===== src/rtl/dmem_port_arbiter.sv =====
`default_nettype none
// +--------------------------------------------------------------------------+
// | Module      : dmem_port_arbiter                                          |
// | Description : Round-robin arbiter sharing one data-memory port between   |
// |               the MEM stages of NUM_CORES pipelines. Each access is      |
// |               latched at grant, held until mem_ack, then completed with  |
// |               a one-cycle core_done pulse.                               |
// | Options     : ARB_TIMEOUT_EN - adds a BUSY watchdog that abandons an     |
// |               unacknowledged access after TIMEOUT_CYCLES and pulses      |
// |               arb_err.                                                   |
// | Revision    : 1.0 - initial release                                      |
// +--------------------------------------------------------------------------+
module dmem_port_arbiter #(
   parameter int NUM_CORES      = 2,
   parameter int ADDR_W         = 32,
   parameter int DATA_W         = 32,
   parameter int TIMEOUT_CYCLES = 64
) (
   input  logic                        clk,
   input  logic                        rst,
   input  logic [NUM_CORES-1:0]        core_req,
   input  logic [NUM_CORES-1:0]        core_we,
   input  logic [NUM_CORES*ADDR_W-1:0] core_addr,
   input  logic [NUM_CORES*DATA_W-1:0] core_wdata,
   output logic [NUM_CORES-1:0]        core_stall,
   output logic [NUM_CORES-1:0]        core_done,
   output logic [DATA_W-1:0]           core_rdata,
   output logic                        mem_req,
   output logic                        mem_we,
   output logic [ADDR_W-1:0]           mem_addr,
   output logic [DATA_W-1:0]           mem_wdata,
   input  logic                        mem_ack,
   input  logic [DATA_W-1:0]           mem_rdata,
   output logic                        arb_err
);

   localparam int GW = $clog2(NUM_CORES);

   typedef enum logic [1:0] {
      IDLE = 2'd0,
      BUSY = 2'd1,
      RESP = 2'd2
   } state_t;

   state_t                 state_q, state_d;
   logic [GW-1:0]          grant_q, grant_d;
   logic [GW-1:0]          last_grant_q, last_grant_d;
   logic                   mem_req_q, mem_req_d;
   logic                   mem_we_q, mem_we_d;
   logic [ADDR_W-1:0]      mem_addr_q, mem_addr_d;
   logic [DATA_W-1:0]      mem_wdata_q, mem_wdata_d;
   logic [DATA_W-1:0]      core_rdata_q, core_rdata_d;
   logic [NUM_CORES-1:0]   core_done_q, core_done_d;

   logic [ADDR_W-1:0]      addr_arr  [NUM_CORES];
   logic [DATA_W-1:0]      wdata_arr [NUM_CORES];
   logic [GW-1:0]          cand;
   logic [GW-1:0]          pick;
   logic                   found;

   // Reject configurations outside the supported range at elaboration time.
   generate
      if (NUM_CORES < 2 || NUM_CORES > 8 || TIMEOUT_CYCLES < 1) begin : g_bad_params
         $error("dmem_port_arbiter: parameter out of range");
      end
   endgenerate

   // Split the packed per-core buses into arrays for indexed selection.
   generate
      for (genvar i = 0; i < NUM_CORES; i++) begin : g_unpack
         assign addr_arr[i]  = core_addr[i*ADDR_W +: ADDR_W];
         assign wdata_arr[i] = core_wdata[i*DATA_W +: DATA_W];
      end
   endgenerate

`ifdef ARB_TIMEOUT_EN
   localparam int TW = $clog2(TIMEOUT_CYCLES + 1);

   logic [TW-1:0] tmo_cnt_q, tmo_cnt_d;
   logic          arb_err_q, arb_err_d;
`endif

   // Round-robin search: first requester after the previous winner, wrapping.
   always_comb begin
      found = 1'b0;
      pick  = last_grant_q;
      cand  = last_grant_q;
      for (int k = 1; k <= NUM_CORES; k++) begin
         cand = GW'((int'(last_grant_q) + k) % NUM_CORES);
         if (!found && core_req[cand]) begin
            found = 1'b1;
            pick  = cand;
         end
      end
   end

   // Next-state and registered-output logic for the grant/busy/response sequence.
   always_comb begin
      state_d      = state_q;
      grant_d      = grant_q;
      last_grant_d = last_grant_q;
      mem_req_d    = mem_req_q;
      mem_we_d     = mem_we_q;
      mem_addr_d   = mem_addr_q;
      mem_wdata_d  = mem_wdata_q;
      core_rdata_d = core_rdata_q;
      core_done_d  = '0;
`ifdef ARB_TIMEOUT_EN
      tmo_cnt_d    = tmo_cnt_q;
      arb_err_d    = 1'b0;
`endif
      case (state_q)
         IDLE: begin
            if (found) begin
               grant_d      = pick;
               last_grant_d = pick;
               mem_we_d     = core_we[pick];
               mem_addr_d   = addr_arr[pick];
               mem_wdata_d  = wdata_arr[pick];
               mem_req_d    = 1'b1;
               state_d      = BUSY;
`ifdef ARB_TIMEOUT_EN
               tmo_cnt_d    = '0;
`endif
            end
         end
         BUSY: begin
            if (mem_ack) begin
               mem_req_d            = 1'b0;
               core_done_d[grant_q] = 1'b1;
               state_d              = RESP;
               if (!mem_we_q) begin
                  core_rdata_d = mem_rdata;
               end
            end
`ifdef ARB_TIMEOUT_EN
            else if (tmo_cnt_q == TW'(TIMEOUT_CYCLES - 1)) begin
               // Abandon the access so the requesting core is released.
               mem_req_d            = 1'b0;
               core_done_d[grant_q] = 1'b1;
               core_rdata_d         = '0;
               arb_err_d            = 1'b1;
               state_d              = RESP;
            end else begin
               tmo_cnt_d = tmo_cnt_q + TW'(1);
            end
`endif
         end
         RESP: begin
            state_d = IDLE;
         end
         default: begin
            state_d = IDLE;
         end
      endcase
   end

   // State and output registers; reset makes core 0 the first winner.
   always_ff @(posedge clk or posedge rst) begin
      if (rst) begin
         state_q      <= IDLE;
         grant_q      <= '0;
         last_grant_q <= GW'(NUM_CORES - 1);
         mem_req_q    <= 1'b0;
         mem_we_q     <= 1'b0;
         mem_addr_q   <= '0;
         mem_wdata_q  <= '0;
         core_rdata_q <= '0;
         core_done_q  <= '0;
      end else begin
         state_q      <= state_d;
         grant_q      <= grant_d;
         last_grant_q <= last_grant_d;
         mem_req_q    <= mem_req_d;
         mem_we_q     <= mem_we_d;
         mem_addr_q   <= mem_addr_d;
         mem_wdata_q  <= mem_wdata_d;
         core_rdata_q <= core_rdata_d;
         core_done_q  <= core_done_d;
      end
   end

`ifdef ARB_TIMEOUT_EN
   // Watchdog counter and error pulse register.
   always_ff @(posedge clk or posedge rst) begin
      if (rst) begin
         tmo_cnt_q <= '0;
         arb_err_q <= 1'b0;
      end else begin
         tmo_cnt_q <= tmo_cnt_d;
         arb_err_q <= arb_err_d;
      end
   end

   assign arb_err = arb_err_q;
`else
   assign arb_err = 1'b0;
`endif

   assign core_stall = core_req & ~core_done_q;
   assign core_done  = core_done_q;
   assign core_rdata = core_rdata_q;
   assign mem_req    = mem_req_q;
   assign mem_we     = mem_we_q;
   assign mem_addr   = mem_addr_q;
   assign mem_wdata  = mem_wdata_q;

endmodule
`default_nettype wire


===== config.mk =====
export PLATFORM = sky130hd
export DESIGN_NAME = dmem_port_arbiter
export DESIGN_NICKNAME = d
export VERILOG_FILES = /design/src/rtl/dmem_port_arbiter.sv
export SDC_FILE = /design/constraint.sdc
export NUM_CORES = 1
export LEC_CHECK = 0
export CORE_UTILIZATION = 40
export CTS_BUF_LIST = sky130_fd_sc_hd__clkbuf_2 sky130_fd_sc_hd__clkbuf_4 sky130_fd_sc_hd__clkbuf_8
export CTS_CLUSTER_DIAMETER = 50
export DETAILED_ROUTE_END_ITERATION = 10
export PLACE_DENSITY = 0.82
export RECOVER_POWER = 100
export SYNTH_ARGS = -nofsm -noshare
export SYNTH_HDL_FRONTEND = slang
export SYNTH_SLANG_ARGS = --single-unit

===== constraint.sdc =====
create_clock -name clk -period 5.08 [get_ports clk]
set_clock_uncertainty 0.15 [all_clocks]
set_input_delay 1.016 -clock clk [delete_from_list [all_inputs] [get_ports clk]]
set_output_delay 1.016 -clock clk [all_outputs]
set_load 0.05 [all_outputs]

==> results of run 1 <==
[logic make-up (layout without fill, tap and decap cells)]
kind of cell | after synthesis | in the layout | synth area share, %
other cells | 1 | 1 | 0.0761
simple gates | 81 | 81 | 8.43
buf+inv | 56 | 289 | 5.48
flops | 104 | 104 | 52.8
compound gates | 196 | 196 | 25.4
mux | 34 | 34 | 7.77
[power groups by stage]
stage | combinational [uW] | clock, uW | sequential, uW
floorplan | 1050 | 0 | 2860
global placement | 3540 | 0 | 1470
detailed placement | 3600 | 0 | 1500
CTS | 3610 | 576 | 1490
global route | 3620 | 621 | 1530
finish | 3450 | 569 | 1470
[metrics by stage]
stage	power, uW	hold slack (ns)	cell area [um^2]	utilization, %
after floorplan	3910	0.263	4930	-
after global placement	5010	0.279	7590	63.2
after detailed placement	5100	0.305	7590	63.2
after CTS	5670	0.296	7800	64.9
after global routing	5770	0.344	7780	64.8
final	5490	0.293	7780	64.8
[worst max-delay path by stage]
stage          slack, ns             to  cells past startpoint        start
4_1_cts             1.40  core_stall[1]                      3  core_req[1]
3_5_place_dp        1.39  core_stall[1]                      3  core_req[1]
5_1_grt             1.23  core_stall[1]                      3  core_req[1]
2_1_floorplan       1.18   core_done[0]                      1          rst
6_report            1.27  core_stall[1]                      3  core_req[1]
3_3_place_gp        1.39  core_stall[1]                      3  core_req[1]
[metal layers]
| layer | share of wire [%] | global-route usage, % |
|---|---|---|
| met5 | 0 | 0 |
| met4 | 3.1 | 9.30 |
| met3 | 8.5 | 6.32 |
| met2 | 50 | 42.2 |
| met1 | 39 | 31.7 |
[worst max-delay path, stage by stage]
cell and delay, ns:
dlygate4sd3_1 0.62, nor2b_1 0.14, dlygate4sd3_1 0.88
[cell usage after synthesis]
cell type / number
dfrtp_1: 103
a21oi_1: 65
nand3_1: 65
o21ai_0: 64
a31oi_1: 35
clkbuf_1: 34
mux2_2: 32
a31oi_2: 30
buf_2: 9
buf_4: 5
buf_6: 4
nor2_1: 4
and2_1: 3
buf_1: 2
inv_1: 2
mux2_1: 2
nor2b_1: 2
or2_1: 2
a21o_1: 1
conb_1: 1
dfstp_2: 1
nand2_1: 1
nand3b_1: 1
nor2_2: 1
nor3b_1: 1
o21ai_1: 1
or2_2: 1
[state kept, by name (all words and copies together) (netlist names)]
register,count
state_q,2
mem_req,1
core_rdata,32
grant_q,1
mem_we,1
core_done,2
last_grant_q,1
mem_addr,32
mem_wdata,32
[area by class of cell]
cell class              instances  area, um^2
fillers                       981        4230
repair buffers                272        2710
flip-flops and latches        104        2600
multi-input cells             312        2070
well taps                     147         184
clock buffers                  10         131
clock inverters                 5        81.3
inverters                       2        10.0
==> reports/metrics.yaml, run 1 <==
result_of_the_run: "finished, violations left"
failed_checks: "capacitance limit, slew limit"
synth_area_leader_cell: "dfrtp_1"
route.detailed.wl_per_inst_um: 18.8
reg2reg_slack_ns: 1.82
synth_seq_cells: 104
final_critical_path_setup_slack_ns: 1.27
fmax_mhz: 262
slew_headroom_pct: -18.6
root_cell_of_the_clock_tree: "clkbuf_8"
power.density_cell_area_nw_per_um2: 705
postCtsHoldBufs: 0
clock_power_share_pct: 10.4
x_dimension_of_the_die_um: 113
maximum_fanout_along_the_worst_path: 4
gr-usage-all-layers_pct: 25.2
power_report.internal_total_uw: 2610
io_pins: 270
synth_top_area_share_pct: 52.3
worstReg2RegStart: "state_q[0]"
place_ws_ns: 1.39
cts.repair.resized: 0
sw_frac_of_total_pct: 52.4
clock-sinks: 104
most-common-layout-cells: "163 x clkdlybuf4s50_1, 105 x dlygate4sd3_1, 103 x dfrtp_1"
cp-end-kind: "output port"
power.net_switching_uw: 2870
cts_tree: "done"
syn-num-nets: 639
power.sequential.fraction_pct: 26.8
grt_pass1_vias: 4871
worst-slew-pin-transition_ns: 1.78
maximum_number_of_pins_on_one_net_before_global_route_repair: 82
syn_inst: 472
drt_iter0_drc: 401
post_synth_main_area_contributors: "dfrtp_1 52%, a31oi_2 7.6%, mux2_2 7.3%"
setup_tns_ns: 0
clock_tree.buffer_depth: 2
rsz0062_at_grt: "no"
pre_repair_dr_iteration_count: 5
die_h_um: 113
grt_first_pass_wirelength_um: 25400
comb_power_share_pct: 62.8
flow.area_growth_from_synthesis_pct: 57.9
dp.final_hpwl_um: 10500
dp_cells: 837
timing.max_cap.violations: 2
die_area_um2: 12800
layout-drive-gt1-share_pct: 12.5
cellLeakagePower_uw: 0.00296
cp.required_ns: 3.91
core_footprint_um2: 12000
hold_viol: 0
overflow: 0
floorplan.rows: 40
timing.reg2reg.worst_path_depth: 4
effective_utilization_at_floorplan_pct: 41.0
cts.reportedPaths.clkPinSlew_ns: 0.10
worst_skew_pair.late_latency_ns: 0.36
layoutNonFillerInstCount: 852
timing.final.max_slew_violations: 103
distinct_cell_type_count_after_synthesis: 27
timing.critical_path.from_type: "input port"
mappedNetlistArea_um2: 4930
num_vias: 4861
holdCritPathClass: "flip-flop to flip-flop"
layout.cells.most_common: "clkdlybuf4s50_1"
final_nets: 868
worstSetupPathType: "input port to output port"
setup_viol: 0
routabilityCongestion: 0.813
synth.avg_cell_area_um2: 10.4
hold_path_startpoint: "grant_q"
drc: 0
post_detailed_route_via_to_cell_ratio: 5.71
hold-path-cell-count: 1
worst-endpoint-arrival_ns: 2.65
critical_path.reg2reg.endpoint: "grant_q"
fin_crit_sh_pct: 75.1
synth-seq-area-share_pct: 52.8
initial_antenna_violation_count: 0
clock_tree.htree_level_count: 3
route.final.wire_length_um: 16000
period_minus_slack_ns: 3.81
synth-warning-count: 0
num_antenna_cells: 0
hold_end: "core_done[0]"
cts_buffers: 9
power.ir.vdd_worst_v: 0.000568
detail-route-antenna-nets: 0
buffer_ports.inserted: 268
count_of_buffers_added_by_post_cts_timing_repair_for_setup: 0
(Power assumes the default switching activity.)
==> run 2: changes to the inputs <==
--- a/config.mk
+++ b/config.mk
@@ -5,11 +5,11 @@
 export SDC_FILE = /design/constraint.sdc
 export NUM_CORES = 1
 export LEC_CHECK = 0
-export CORE_UTILIZATION = 40
+export CORE_UTILIZATION = 36
 export CTS_BUF_LIST = sky130_fd_sc_hd__clkbuf_2 sky130_fd_sc_hd__clkbuf_4 sky130_fd_sc_hd__clkbuf_8
 export CTS_CLUSTER_DIAMETER = 50
 export DETAILED_ROUTE_END_ITERATION = 10
-export PLACE_DENSITY = 0.82
+export PLACE_DENSITY = 0.78
 export RECOVER_POWER = 100
 export SYNTH_ARGS = -nofsm -noshare
 export SYNTH_HDL_FRONTEND = slang
==> constraint.sdc (replaced) <==
create_clock -name clk -period 3.44 [get_ports clk]
set_clock_uncertainty 0.15 [all_clocks]
set_input_delay 0.688 -clock clk [delete_from_list [all_inputs] [get_ports clk]]
set_output_delay 0.688 -clock clk [all_outputs]
set_load 0.05 [all_outputs]
==> reports/metrics.yaml, run 2 (synthesis results as in run 1) <==
timing.hold.ws_ns: 0.312  # +0.0196 ns
cts.reportedPaths.clkPinSlew_ns: 0.10  # about the same
setup_viol: 0  # unchanged
worst_skew_pair.late_latency_ns: 0.36  # about the same
layout.cells.most_common: "clkdlybuf4s50_1"
worst-slew-pin-transition_ns: 1.43  # -0.346 ns
p_total_uw: 8000  # +46%
pre_repair_dr_iteration_count: 6  # +1
worstSetupPathType: "input port to output port"
post_detailed_route_via_to_cell_ratio: 5.34  # -6.3%
gr-usage-all-layers_pct: 22.1  # -3.1 points
grt_first_pass_wirelength_um: 24700  # -2.7%
layout-drive-gt1-share_pct: 12.9  # +0.40 points
drc: 0  # unchanged
x_dimension_of_the_die_um: 119  # +5.3%
cp.required_ns: 2.60  # -1.31 ns
clock_tree.buffer_depth: 2  # unchanged
holdCritPathClass: "flip-flop to flip-flop"
num_vias: 4757  # -2.1%
most-common-layout-cells: "164 x clkdlybuf4s50_1, 104 x dlygate4sd3_1, 103 x dfrtp_1"
root_cell_of_the_clock_tree: "clkbuf_8"
count_of_buffers_added_by_post_cts_timing_repair_for_setup: 0  # unchanged
hold-path-cell-count: 1  # unchanged
cts_tree: "done"
clock_tree.htree_level_count: 3  # unchanged
overflow: 0  # unchanged
die_area_um2: 14200  # +11%
detail-route-antenna-nets: 0  # unchanged
timing.critical_path.from_type: "input port"
clock-sinks: 104  # unchanged
timing.final.max_slew_violations: 0  # -100%
setup_tns_ns: 0  # unchanged
worst-endpoint-arrival_ns: 2.27  # -0.38 ns
core_footprint_um2: 13300  # +11%
cp-end-kind: "output port"
final_nets: 876  # +0.92%
buffer_ports.inserted: 268  # unchanged
initial_antenna_violation_count: 0  # unchanged
rsz0062_at_grt: "no"
result_of_the_run: "finished, final reports clean"
timing.max_cap.violations: 0  # -2
period_minus_slack_ns: 3.10
reg2reg_slack_ns: 0.48  # -1.34 ns
route.detailed.wl_per_inst_um: 18.0  # -4.2%
fin_crit_sh_pct: 90.2
dp.final_hpwl_um: 11200  # +6.1%
cts.repair.resized: 0  # unchanged
power.ir.vdd_worst_v: 0.000612  # +7.7%
fmax_mhz: 322
num_antenna_cells: 0  # unchanged
grt_pass1_vias: 4782  # -1.8%
final_critical_path_setup_slack_ns: 0.337  # -0.929 ns
maximum_number_of_pins_on_one_net_before_global_route_repair: 105  # +28%
drt_iter0_drc: 394  # -1.7%
effective_utilization_at_floorplan_pct: 37.1  # -4.0 points
cellLeakagePower_uw: 0.00299  # +1.0%
io_pins: 270  # unchanged
postCtsHoldBufs: 0  # unchanged
maximum_fanout_along_the_worst_path: 4  # unchanged
slew_headroom_pct: 4.50  # +23 points
cts_buffers: 9  # unchanged
place_ws_ns: 0.416  # -0.974 ns
power.density_cell_area_nw_per_um2: 1020  # +45%
timing.reg2reg.worst_path_depth: 4  # unchanged
routabilityCongestion: 0.777  # -4.5%
die_h_um: 119  # +5.3%
flow.area_growth_from_synthesis_pct: 59.0
route.final.wire_length_um: 16000  # about the same
floorplan.rows: 42  # +5.0%
fill_cells: 1158  # +18%
hold_viol: 0  # unchanged
utilization_pct: 58.9  # -5.9 points
[run 2: cell count changes in the layout (fill, tap and decap cells not counted), moves of 2 or more]
cell,delta
a31oi_1,+7
buf_4,+6
clkinv_4,+3
buf_12,+2
bufinv_16,-2
a31oi_2,-7
clkbuf_1,-2
[run 2: path summary, 6_finish.rpt]
check | start | to
max | core_req[1] | core_stall[1]
min | grant_q | core_done[0]
max reg2reg | state_q[0] | mem_wdata[16]
min reg2reg | grant_q | core_done[0]
max in group asynchronous | rst | state_q[0]
min in group asynchronous | rst | mem_wdata[16]
[run 2: critical path, stage by stage]
cell	delay [ns]
clkdlybuf4s50_1	0.55
nor2b_1	0.15
dlygate4sd3_1	0.87
[run 2: layout make-up]
type                       instances  area [um^2]  area share, %
tap                              176          220           2.81
clock buffer                       9          124           1.58
inverter                           2         11.3          0.144
timing repair buffer             280         2800           35.7
multi-input combinational        312         2020           25.8
clock inverter                     7         62.6          0.798
sequential                       104         2600           33.2
[run 2: per-layer routing]
layer / vias up / share of wire [%] / track usage, %
met3: 19 / 6.5 / 3.88
met2: 224 / 50 / 38.3
li1: 2219 / - / -
met1: 2295 / 42 / 27.8
met4: 0 / 1.7 / 7.52
met5: - / 0 / 0
[run 2: where the power goes]
group / internal, uW / leakage, uW / switching, uW
combinational: 1620 / 0.00171 / 3480
sequential: 1840 / 0.00119 / 323
clock: 278 / 0.0000923 / 455
total: 3740 / 0.00299 / 4250
[run 2: stage by stage]
step                area [um^2]  std cells
finish                     7840        890
global route               7840        890
CTS                        7910        890
detailed placement         7720        874
global placement           7720        874
floorplan                  4930        472
